==> config.mk <==
export PLATFORM = sky130hd
export DESIGN_NAME = xccela_ctrl_tx_seq
export DESIGN_NICKNAME = d
export VERILOG_FILES = /design/src/rtl/xccela_ctrl_pkg.sv /design/src/rtl/xccela_ctrl_dn_cnt.sv /design/src/rtl/xccela_ctrl_tx_seq.sv
export SDC_FILE = /design/constraint.sdc
export NUM_CORES = 1
export LEC_CHECK = 0
export CAP_MARGIN = 10
export CORE_MARGIN = 8
export CORE_UTILIZATION = 45
export DETAILED_ROUTE_END_ITERATION = 7
export HOLD_SLACK_MARGIN = 0.02
export PLACE_DENSITY = 0.73
export SLEW_MARGIN = 15
export SYNTH_ARGS = -nofsm -noshare
export SYNTH_HDL_FRONTEND = slang
export SYNTH_SLANG_ARGS = --single-unit
==> constraint.sdc <==
create_clock -name clk -period 2.4 [get_ports clk]
set_input_delay 0.24 -clock clk [delete_from_list [all_inputs] [get_ports clk]]
set_output_delay 0.24 -clock clk [all_outputs]
set_load 0.03 [all_outputs]
==> src/rtl/xccela_ctrl_pkg.sv <==
// Shared definitions for the Xccela controller transmit sequencer:
// FSM state encoding, command/address framing width, default opcodes and
// the pin bundle that drives the device-facing outputs.
package xccela_ctrl_pkg;

  localparam int unsigned CA_W   = 48;
  localparam int unsigned BEAT_W = 16;
  localparam int unsigned DQ_W   = 8;
  localparam int unsigned CNT_W  = 8;
  localparam int unsigned ST_W   = 3;

  localparam logic [7:0] RD_CMD_DEF = 8'h20;
  localparam logic [7:0] WR_CMD_DEF = 8'hA0;

  localparam logic [ST_W-1:0] ST_IDLE  = 3'd0;
  localparam logic [ST_W-1:0] ST_CA    = 3'd1;
  localparam logic [ST_W-1:0] ST_LAT   = 3'd2;
  localparam logic [ST_W-1:0] ST_WDATA = 3'd3;
  localparam logic [ST_W-1:0] ST_RDATA = 3'd4;
  localparam logic [ST_W-1:0] ST_END   = 3'd5;

  // CA phase is three beats; the counter is loaded with beats minus one.
  localparam logic [CNT_W-1:0] CA_LAST = 8'd2;

  // Device-facing pin bundle, registered as one unit.
  typedef struct packed {
    logic            ce_n;
    logic            oe;
    logic            ck_en;
    logic [DQ_W-1:0] rise;
    logic [DQ_W-1:0] fall;
  } pin_t;

  localparam pin_t PINS_OFF = '{ce_n: 1'b1, oe: 1'b0, ck_en: 1'b0, rise: '0, fall: '0};

  function automatic pin_t mk_pins(input logic ce_n, input logic oe, input logic ck_en,
                                   input logic [BEAT_W-1:0] w);
    pin_t p;
    p.ce_n  = ce_n;
    p.oe    = oe;
    p.ck_en = ck_en;
    p.rise  = w[BEAT_W-1:DQ_W];
    p.fall  = w[DQ_W-1:0];
    return p;
  endfunction

  function automatic logic [CA_W-1:0] ca_word(input logic [7:0] op, input logic [31:0] addr);
    return {op, addr, 8'h00};
  endfunction

endpackage

==> src/rtl/xccela_ctrl_dn_cnt.sv <==
// Loadable 8-bit down-counter with a registered zero flag; shared by the
// CA beat, latency and write-word counting of the transmit sequencer.
//   load/load_val : synchronous load (has priority over dec)
//   dec           : decrement, saturating at zero
//   count / zero  : current value and (count == 0)
module xccela_ctrl_dn_cnt
  import xccela_ctrl_pkg::*;
(
  input  logic             clk,
  input  logic             reset_n,
  input  logic             load,
  input  logic [CNT_W-1:0] load_val,
  input  logic             dec,
  output logic [CNT_W-1:0] count,
  output logic             zero
);

  always_ff @(posedge clk or negedge reset_n) begin
    if (!reset_n) begin
      count <= '0;
      zero  <= 1'b1;
    end else if (load) begin
      count <= load_val;
      zero  <= (load_val == '0);
    end else if (dec && !zero) begin
      count <= count - CNT_W'(1);
      zero  <= (count == CNT_W'(1));
    end
  end

endmodule

==> src/rtl/xccela_ctrl_tx_seq.sv <==
// Xccela/HyperRAM-style transmit sequencer. Accepts one linear burst command,
// drives the 48-bit CA phase, the latency gap and the write-data or read
// window, then one END cycle with CE# high.
// Ports: cmd_* command handshake and fields, lat_cycles latency clocks,
//        wdata_* write-data handshake, dq_rise/dq_fall/dq_oe DDR data pins,
//        ce_n chip enable, ck_en device clock gate, rd_start/rd_done receive
//        path handshake, busy (not IDLE).
// Every output is registered and reflects the state of the same cycle, so a
// write word handshaked in cycle t is on the pins with ck_en in cycle t+1.
// wdata_ready is therefore raised one cycle ahead of the first data slot.
module xccela_ctrl_tx_seq
  import xccela_ctrl_pkg::*;
#(
  parameter logic [7:0] RD_CMD = RD_CMD_DEF,
  parameter logic [7:0] WR_CMD = WR_CMD_DEF
) (
  input  logic              clk,
  input  logic              reset_n,
  input  logic              cmd_valid,
  output logic              cmd_ready,
  input  logic              cmd_rw,
  input  logic [31:0]       cmd_addr,
  input  logic [7:0]        cmd_len,
  input  logic [3:0]        lat_cycles,
  input  logic              wdata_valid,
  output logic              wdata_ready,
  input  logic [BEAT_W-1:0] wdata,
  output logic [DQ_W-1:0]   dq_rise,
  output logic [DQ_W-1:0]   dq_fall,
  output logic              dq_oe,
  output logic              ce_n,
  output logic              ck_en,
  output logic              rd_start,
  input  logic              rd_done,
  output logic              busy
);

  logic [ST_W-1:0]  state, state_n;
  pin_t             pins, pins_n;
  logic [CA_W-1:0]  ca_sr, ca_sr_n, ca_new;
  logic             rw_q;
  logic [7:0]       len_q;
  logic [3:0]       lat_q;
  logic             wdone, wdone_n;
  logic             cmd_fire, accept, data_go, ready_pre, rd_start_n, wdata_ready_n;
  logic             cnt_load, cnt_dec, cnt_zero;
  logic [CNT_W-1:0] cnt_val, cnt;

  assign cmd_fire = cmd_valid & cmd_ready;
  assign accept   = wdata_valid & wdata_ready;
  assign ca_new   = ca_word(cmd_rw ? RD_CMD : WR_CMD, cmd_addr);

  xccela_ctrl_dn_cnt u_cnt (
    .clk      (clk),
    .reset_n  (reset_n),
    .load     (cnt_load),
    .load_val (cnt_val),
    .dec      (cnt_dec),
    .count    (cnt),
    .zero     (cnt_zero)
  );

  // Command fields captured at the handshake.
  always_ff @(posedge clk or negedge reset_n) begin
    if (!reset_n) begin
      rw_q  <= 1'b0;
      len_q <= '0;
      lat_q <= '0;
    end else if (cmd_fire) begin
      rw_q  <= cmd_rw;
      len_q <= cmd_len;
      lat_q <= lat_cycles;
    end
  end

  // Next state and next pin values.
  always_comb begin
    state_n    = state;
    pins_n     = PINS_OFF;
    ca_sr_n    = ca_sr;
    wdone_n    = wdone;
    cnt_load   = 1'b0;
    cnt_dec    = 1'b0;
    cnt_val    = '0;
    rd_start_n = 1'b0;
    ready_pre  = 1'b0;
    data_go    = 1'b0;

    case (state)
      ST_IDLE: begin
        if (cmd_fire) begin
          state_n  = ST_CA;
          pins_n   = mk_pins(1'b0, 1'b1, 1'b1, ca_new[CA_W-1 -: BEAT_W]);
          ca_sr_n  = {ca_new[CA_W-BEAT_W-1:0], BEAT_W'(0)};
          cnt_load = 1'b1;
          cnt_val  = CA_LAST;
        end
      end
      ST_CA: begin
        if (!cnt_zero) begin
          cnt_dec   = 1'b1;
          pins_n    = mk_pins(1'b0, 1'b1, 1'b1, ca_sr[CA_W-1 -: BEAT_W]);
          ca_sr_n   = {ca_sr[CA_W-BEAT_W-1:0], BEAT_W'(0)};
          // Next beat is the last CA beat and data follows directly.
          ready_pre = (cnt == CNT_W'(1)) && (lat_q == 4'd0) && !rw_q;
        end else if (lat_q != 4'd0) begin
          state_n   = ST_LAT;
          pins_n    = mk_pins(1'b0, 1'b0, 1'b1, '0);
          cnt_load  = 1'b1;
          cnt_val   = CNT_W'(lat_q) - CNT_W'(1);
          ready_pre = (lat_q == 4'd1) && !rw_q;
        end else begin
          data_go = 1'b1;
        end
      end
      ST_LAT: begin
        if (!cnt_zero) begin
          cnt_dec   = 1'b1;
          pins_n    = mk_pins(1'b0, 1'b0, 1'b1, '0);
          ready_pre = (cnt == CNT_W'(1)) && !rw_q;
        end else begin
          data_go = 1'b1;
        end
      end
      ST_WDATA: begin
        if (wdone) begin
          state_n = ST_END;
        end else if (accept) begin
          pins_n = mk_pins(1'b0, 1'b1, 1'b1, wdata);
          if (cnt_zero) wdone_n = 1'b1;
          else          cnt_dec = 1'b1;
        end else begin
          pins_n = mk_pins(1'b0, 1'b1, 1'b0, {pins.rise, pins.fall});
        end
      end
      ST_RDATA: begin
        if (rd_done) state_n = ST_END;
        else         pins_n  = mk_pins(1'b0, 1'b0, 1'b1, '0);
      end
      ST_END:  state_n = ST_IDLE;
      default: state_n = ST_IDLE;
    endcase

    // Leaving CA/LAT into the data phase. For writes the counter holds the
    // words still to accept minus one; wdone marks that all were accepted,
    // which keeps a 256-word burst within 8 bits.
    if (data_go) begin
      if (rw_q) begin
        state_n    = ST_RDATA;
        pins_n     = mk_pins(1'b0, 1'b0, 1'b1, '0);
        rd_start_n = 1'b1;
      end else begin
        state_n = ST_WDATA;
        wdone_n = 1'b0;
        if (accept) begin
          pins_n = mk_pins(1'b0, 1'b1, 1'b1, wdata);
          if (len_q == 8'd0) begin
            wdone_n = 1'b1;
          end else begin
            cnt_load = 1'b1;
            cnt_val  = len_q - 8'd1;
          end
        end else begin
          pins_n   = mk_pins(1'b0, 1'b1, 1'b0, {pins.rise, pins.fall});
          cnt_load = 1'b1;
          cnt_val  = len_q;
        end
      end
    end

    wdata_ready_n = ready_pre || ((state_n == ST_WDATA) && !wdone_n);
  end

  // State and registered outputs.
  always_ff @(posedge clk or negedge reset_n) begin
    if (!reset_n) begin
      state       <= ST_IDLE;
      pins        <= PINS_OFF;
      ca_sr       <= '0;
      wdone       <= 1'b0;
      cmd_ready   <= 1'b0;
      wdata_ready <= 1'b0;
      rd_start    <= 1'b0;
      busy        <= 1'b0;
    end else begin
      state       <= state_n;
      pins        <= pins_n;
      ca_sr       <= ca_sr_n;
      wdone       <= wdone_n;
      cmd_ready   <= (state_n == ST_IDLE);
      wdata_ready <= wdata_ready_n;
      rd_start    <= rd_start_n;
      busy        <= (state_n != ST_IDLE);
    end
  end

  assign ce_n    = pins.ce_n;
  assign dq_oe   = pins.oe;
  assign ck_en   = pins.ck_en;
  assign dq_rise = pins.rise;
  assign dq_fall = pins.fall;

endmodule

==> results of run 1 <==
==> per-stage QoR <==
stage / setup TNS [ps] / power [W]
2_1_floorplan: 0 / 0.004351
3_3_place_gp: 0 / 0.005411
3_5_place_dp: 0 / 0.005486
4_1_cts: 0 / 0.006457
5_1_grt: -5.655 / 0.006873
6_report: 0 / 0.006439
==> sequential cells by signal, summed over array words and instances, names as in the netlist <==
signal and flops:
state 3, ce_n 1, wdata_ready 1, dq_fall 8, dq_oe 1, ck_en 1, lat_q 4, u_cnt.zero 1
cmd_ready 1, ca_sr 24, u_cnt.count 8, len_q 8, wdone 1, rw_q 1, rd_start 1, dq_rise 8
busy 1
==> cell families (layout without fill, tap and decap cells) <==
logic type               Yosys count  count (layout)
adder cells (fa/ha/maj)            4               4
XOR/XNOR                           8               8
AO/OA/AOI/OAI                    111             111
multiplexers                      40              40
buffers and inverters             30             140
flip-flops                        73              73
AND/OR/NAND/NOR                   99              99
==> layout make-up <==
type / count / share of cell area [%]
flip-flops and latches: 73 / 35.49
inverters: 8 / 0.5825
clock buffers: 11 / 2.549
repair buffers: 116 / 21.36
clock inverters: 5 / 1.092
well taps: 105 / 2.549
multi-input cells: 262 / 36.38
==> worst max-delay path by stage <==
stage                    startpoint                    endpoint  slack, ps
2_1_floorplan  len_q[0]$_DFFE_PN0N_      u_cnt.zero$_DFFE_PN1P_        250
3_3_place_gp            wdata_valid      u_cnt.zero$_DFFE_PN1P_        130
3_5_place_dp            wdata_valid      u_cnt.zero$_DFFE_PN1P_         20
4_1_cts        len_q[1]$_DFFE_PN0N_      u_cnt.zero$_DFFE_PN1P_        120
5_1_grt        lat_q[3]$_DFFE_PN0N_  u_cnt.count[3]$_DFFE_PN0P_         -6
6_report       lat_q[3]$_DFFE_PN0N_  u_cnt.count[3]$_DFFE_PN0P_        130
==> tightest hold or removal path, cell delays in order, from the launching register on <==
cell and delay [ps]:
dfrtp_1 350, nand2_1 40, o21ai_0 60
==> cell usage in the layout (no fill, tap or decap), types with 6 or more instances in the layout <==
cell             synthesis  routed
buf_4                    2      26
a22oi_1                 10      10
o21ai_1                 18      18
inv_1                    8       8
dfrtp_1                 71      71
a21oi_1                 15      15
nor2_1                  18      18
o21a_1                   6       6
clkbuf_8                 0       9
clkdlybuf4s50_1          0      87
nand2_1                 28      28
mux2i_1                 26      26
nand3_1                 10      10
o21ai_0                 17      17
nor3_1                  12      12
mux2_2                  14      14
a22o_1                  17      17
==> metal layers <==
metal	global-route usage (%)	vias to the layer above
met3	6.425	15
met4	5.055	0
met2	27.59	94
li1	-	1560
met1	22.54	1567
met5	0	-
==> what timing repair did <==
item,in CTS,in global routing
endpoints found under the hold margin,21,0
hold buffers,1,0
gates resized for setup,0,3
setup endpoints to repair,0,3
==> where the power goes <==
group | switching [W] | internal, W
Clock | 0.000468 | 0.000480
Sequential | 0.000460 | 0.00180
Combinational | 0.00175 | 0.00147
==> impl_metrics.env, run 1 <==
export IMPL_synthArstFlopShare_pct=100.0
export IMPL_slew_headroom_pct=44.29
export IMPL_critPathMaxStageDelay_ps=570
export IMPL_path_max_fanout=8
export IMPL_timing_final_ws_setup_ps=127.9
export IMPL_hp_start="ca_sr[40]$_DFFE_PN0P_"
export IMPL_max_cap_violations=0
export IMPL_grt_overflow=0
export IMPL_power_density_nw_per_um2=1249
export IMPL_cts_tree="built"
export IMPL_firstDrtPassIters=4
export IMPL_drcViolationCount=0
export IMPL_synth_compound_area_share_pct=20.21
export IMPL_ys_top_cells_by_area="dfrtp_1 (46%), mux2i_1 (6.8%), mux2_2 (4.1%), a22o_1 (3.9%), nand2_1 (2.7%)"
export IMPL_r2r_setup_slack_ps=130
export IMPL_synth_cell_types=60
export IMPL_p_leak_nw=2.272
export IMPL_crit_required_ps=2620
export IMPL_numPortBuffers=88
export IMPL_grt_pass1_wl_mm=16.51
export IMPL_cp_depth=6
export IMPL_path_buf_inv=0
export IMPL_wirelength_mm=10.06
export IMPL_critPathKind="reg2reg"
export IMPL_holdPathEnd="ca_sr[40]$_DFFE_PN0P_"
export IMPL_timing_rr_end="u_cnt.count[3]$_DFFE_PN0P_"
export IMPL_path_cells="or4_4 -> nor2_1 -> a21boi_1 -> nor3_4 -> a22oi_1 -> or3_1"
export IMPL_yosysTopAreaCellShare_pct=46.44
export IMPL_status="completed"
export IMPL_grt_max_degree=37
export IMPL_drive_gt1_share_pct=15.16
export IMPL_fin_crit_sh_pct=94.67
export IMPL_avgSynthCellArea_um2=10.48
export IMPL_tightest_slew_ps=835.6
export IMPL_start_util_pct=46.57
export IMPL_synth_largest_area_cell="dfrtp_1"
export IMPL_clkTransAtPathRegs_ps=90
export IMPL_dp_hpwl_mm=7.578
export IMPL_gp_congestion=0.8815
export IMPL_netlist_top_cells_count="dfrtp_1 (71), nand2_1 (28), mux2i_1 (26)"
export IMPL_ios=89
export IMPL_placementRows=33
export IMPL_num_vias=3236
export IMPL_holdPathStages=2
export IMPL_fin_cells=580
export IMPL_antenna_left=0
export IMPL_slew_violations=0
export IMPL_areaGrowthSynthToFinish_pct=34.73
export IMPL_multi_input_area_um2=1876
export IMPL_grt_pass1_vias=3365
export IMPL_place_area_um2=4941
export IMPL_wl_per_cell_um=17.35
export IMPL_drt_iter0_markers=130
export IMPL_cts_made_buffers=9
export IMPL_die_h_um=108.2
export IMPL_viasPerCell=5.579
export IMPL_seq_area_um2=1829
export IMPL_cp_arrival_ps=2490
export IMPL_gr_usage_all_layers_pct=17.69
export IMPL_fmax_mhz=440.1
export IMPL_ys_ff_latch=73
export IMPL_cts_sinks=73
export IMPL_regToRegStartpoint="lat_q[3]$_DFFE_PN0N_"
export IMPL_core_area_um2=8217
export IMPL_wl_met1_mm=4.354
export IMPL_synth_main_ff_cell="dfrtp_1"
export IMPL_synthCells=365
export IMPL_utilization_pct=62.74
export IMPL_met3WireLength_um=731
export IMPL_post_route_min_period_ps=2272
export IMPL_yosys_area_share_simple_pct=14.09
export IMPL_holdWs_ps=483.7
export IMPL_synth_top_family_by_area="compound AO/OA/AOI/OAI gates"
export IMPL_slowest_stage="or4_4"
export IMPL_end_kind="register"
export IMPL_synth_adder_area_share_pct=1.308
export IMPL_dr_wl_met2_mm=4.864
export IMPL_path_delay_family="simple AND/OR/NAND/NOR gates"
export IMPL_vdd_drop_max_mv=0.5094
export IMPL_dieArea_um2=11710
export IMPL_synth_edf_count=0
export IMPL_setup_viol=0
export IMPL_finalInstanceArea_um2=5155
export IMPL_synth_xor_area_share_pct=1.831
export IMPL_yosys_mux_area_fraction_pct=10.92
export IMPL_cp_start_kind="register"
export IMPL_synth_most_common_cell="dfrtp_1"
export IMPL_fillCellCount=675
export IMPL_min_path_type="reg2reg"
export IMPL_yosysWarnings=0
export IMPL_final_hold_viol_count=0
export IMPL_placedCellCount=563
export IMPL_antennaDiodeCount=0
export IMPL_netlist_area_um2=3826
export IMPL_antenna_found_initial=0
export IMPL_syn_num_nets=435
export IMPL_htreeDepth=3
export IMPL_synth_seq_area_share_pct=47.81
export IMPL_dpl_worst_slack_ps=19.09
export IMPL_die_x_um=108.2
export IMPL_clk_latency_ps=350
export IMPL_nets=540
export IMPL_cts_buffer_depth=2
export IMPL_clock_root_buffer="clkbuf_8"
export IMPL_routed_top_layer="met4"
export IMPL_postCtsSetupBuffers=0
export IMPL_skew_ps=15.21
export IMPL_worst_r2r_path_depth=6
(Power assumes the default switching activity.)
==> inputs of run 2 (changes only) <==
Settings changed: DONT_BUFFER_PORTS from default to 1, MAX_ROUTING_LAYER from default to met4, PLACE_DENSITY 0.73 to default.
==> run 2 against run 1 <==
  * Sequential share of layout area grew 5.6 points
  * Sequential cell count unchanged
  * Utilization fell by 8.5 points
  * Sequential power is 16% higher
  * Critical path depth is the same
  * Largest power group is now sequential cells
  * Worst setup slack lost 21 ps
  * Wire length fell by 5.8%
  * Count of clock-buffer cells in the layout decreased by 2
==> impl_metrics.env, run 2 (synthesis gave the netlist of run 1 again) <==
export IMPL_layout_common_cells="dfrtp_1 (69), nand2_1 (28), mux2i_1 (26)"
export IMPL_final_hold_viol_count=0
export IMPL_status="completed"
export IMPL_clock_root_buffer="clkbuf_8"
export IMPL_die_x_um=108.2
export IMPL_grt_overflow=0
export IMPL_tightest_slew_ps=477.2
export IMPL_cts_tree="built"
export IMPL_power_density_nw_per_um2=1381
export IMPL_max_cap_violations=0
export IMPL_drt_iter0_markers=156
export IMPL_gr_usage_all_layers_pct=17.32
export IMPL_fin_cells=504
export IMPL_holdWs_ps=26.05
export IMPL_r2r_setup_slack_ps=110
export IMPL_end_kind="register"
export IMPL_firstDrtPassIters=5
export IMPL_path_cells="or4_4 -> nor2_1 -> a21boi_1 -> nor3_4 -> a22oi_2 -> or3_1"
export IMPL_cts_made_buffers=9
export IMPL_gp_congestion=0.8979
export IMPL_fmax_mhz=436.0
export IMPL_grt_pass1_vias=2999
export IMPL_antennaDiodeCount=0
export IMPL_cts_sinks=73
export IMPL_holdPathEnd="ca_sr[29]$_DFFE_PN0P_"
export IMPL_cp_start_kind="register"
export IMPL_core_area_um2=8217
export IMPL_placedCellCount=469
export IMPL_start_util_pct=46.57
export IMPL_viasPerCell=5.831
export IMPL_top_register="ca_sr"
export IMPL_path_max_fanout=7
export IMPL_rsz0062_at_grt="yes"
export IMPL_dieArea_um2=11710
export IMPL_timing_rr_end="u_cnt.count[3]$_DFFE_PN0P_"
export IMPL_antenna_found_initial=0
export IMPL_drive_gt1_share_pct=18.30
export IMPL_die_h_um=108.2
export IMPL_placementRows=33
export IMPL_regToRegStartpoint="lat_q[3]$_DFFE_PN0N_"
export IMPL_cp_arrival_ps=2520
export IMPL_p_leak_nw=2.000
export IMPL_areaGrowthSynthToFinish_pct=16.58
export IMPL_nets=465
export IMPL_grt_max_degree=74
export IMPL_path_buf_inv=0
export IMPL_largest_register_ffs=24
export IMPL_wirelength_mm=9.482
export IMPL_fin_crit_sh_pct=95.56
export IMPL_htreeDepth=3
export IMPL_cts_buffer_depth=2
export IMPL_vdd_drop_max_mv=0.7023
export IMPL_slew_headroom_pct=68.11
export IMPL_dp_hpwl_mm=6.782
export IMPL_path_delay_family="simple AND/OR/NAND/NOR gates"
export IMPL_min_path_type="in2reg"
export IMPL_final_common_cell="dfrtp_1"
export IMPL_num_vias=2939
export IMPL_numPortBuffers=0
export IMPL_slew_violations=0
export IMPL_skew_ps=14.06
export IMPL_critPathKind="reg2reg"
export IMPL_worst_r2r_path_depth=6
export IMPL_holdPathStages=1
export IMPL_drcViolationCount=0
export IMPL_hp_start="cmd_addr[5]"
export IMPL_wl_per_cell_um=18.81
export IMPL_critPathMaxStageDelay_ps=570
export IMPL_clkTransAtPathRegs_ps=80
export IMPL_ios=89
export IMPL_slowest_stage="or4_4"
export IMPL_post_route_min_period_ps=2293
export IMPL_setup_viol=0
export IMPL_crit_required_ps=2620
export IMPL_clk_latency_ps=350
export IMPL_grt_pass1_wl_mm=15.57
export IMPL_antenna_left=0
run 2: cell type report:
cell class	count	area, um^2
clock buffers	9	123.9
well taps	105	131.4
inverters	8	30.03
repair buffers	41	370.4
clock inverters	6	92.59
multi-input cells	262	1881
flip-flops and latches	73	1832
fillers	718	3756
run 2: what timing repair did:
item | 4_1_cts | 5_1_grt
resized for setup | 0 | 6
setup endpoints to repair | 0 | 14
buffers inserted | 0 | 2
endpoints found under the hold margin | 87 | 2
hold buffers | 16 | 2
run 2: report_power, final:
group | internal, W | switching [W]
Sequential | 0.00180 | 0.000812
Clock | 0.000585 | 0.000491
Combinational | 0.00113 | 0.00134
Total | 0.00352 | 0.00264
run 2: worst max-delay path by stage:
stage | startpoint | cells past startpoint | to
6_report | lat_q[3]$_DFFE_PN0N_ | 6 | u_cnt.count[3]$_DFFE_PN0P_
5_1_grt | lat_q[3]$_DFFE_PN0N_ | 6 | u_cnt.count[3]$_DFFE_PN0P_
4_1_cts | len_q[1]$_DFFE_PN0N_ | 8 | u_cnt.zero$_DFFE_PN1P_
3_5_place_dp | len_q[1]$_DFFE_PN0N_ | 8 | u_cnt.zero$_DFFE_PN1P_
3_3_place_gp | len_q[1]$_DFFE_PN0N_ | 8 | u_cnt.zero$_DFFE_PN1P_
2_1_floorplan | len_q[0]$_DFFE_PN0N_ | 8 | u_cnt.zero$_DFFE_PN1P_
run 2: routing by layer:
layer	vias up	track usage, %	wire [um]	part of all wire (%)
met1	1423	23.03	4385	46
met2	91	24.76	4337	46
met3	8	4.700	652	6.9
met4	0	5.946	106	1.1
met5	-	-	0	0
li1	1417	-	-	-
run 2: worst reg2reg max path: cells and delay by family (launching register included):
family | cells | cell delay, ps
AOI/OAI and AO/OA | 2 | 260
and+or+nand+nor | 4 | 1470
DFF | 1 | 450
run 2: metrics by stage:
stage	TNS [ps]	area [um^2]	util [%]	setup WS, ps	power (W)
final	0	4461	54.29	106.6	0.006159
after global routing	-26.59	4461	54.29	-24.23	0.006636
after CTS	0	4407	53.63	25.10	0.006172
after detailed placement	0	4013	48.84	59.76	0.005035
after global placement	0	4013	48.84	177.3	0.004995
after floorplan	0	3826	-	247.3	0.004351
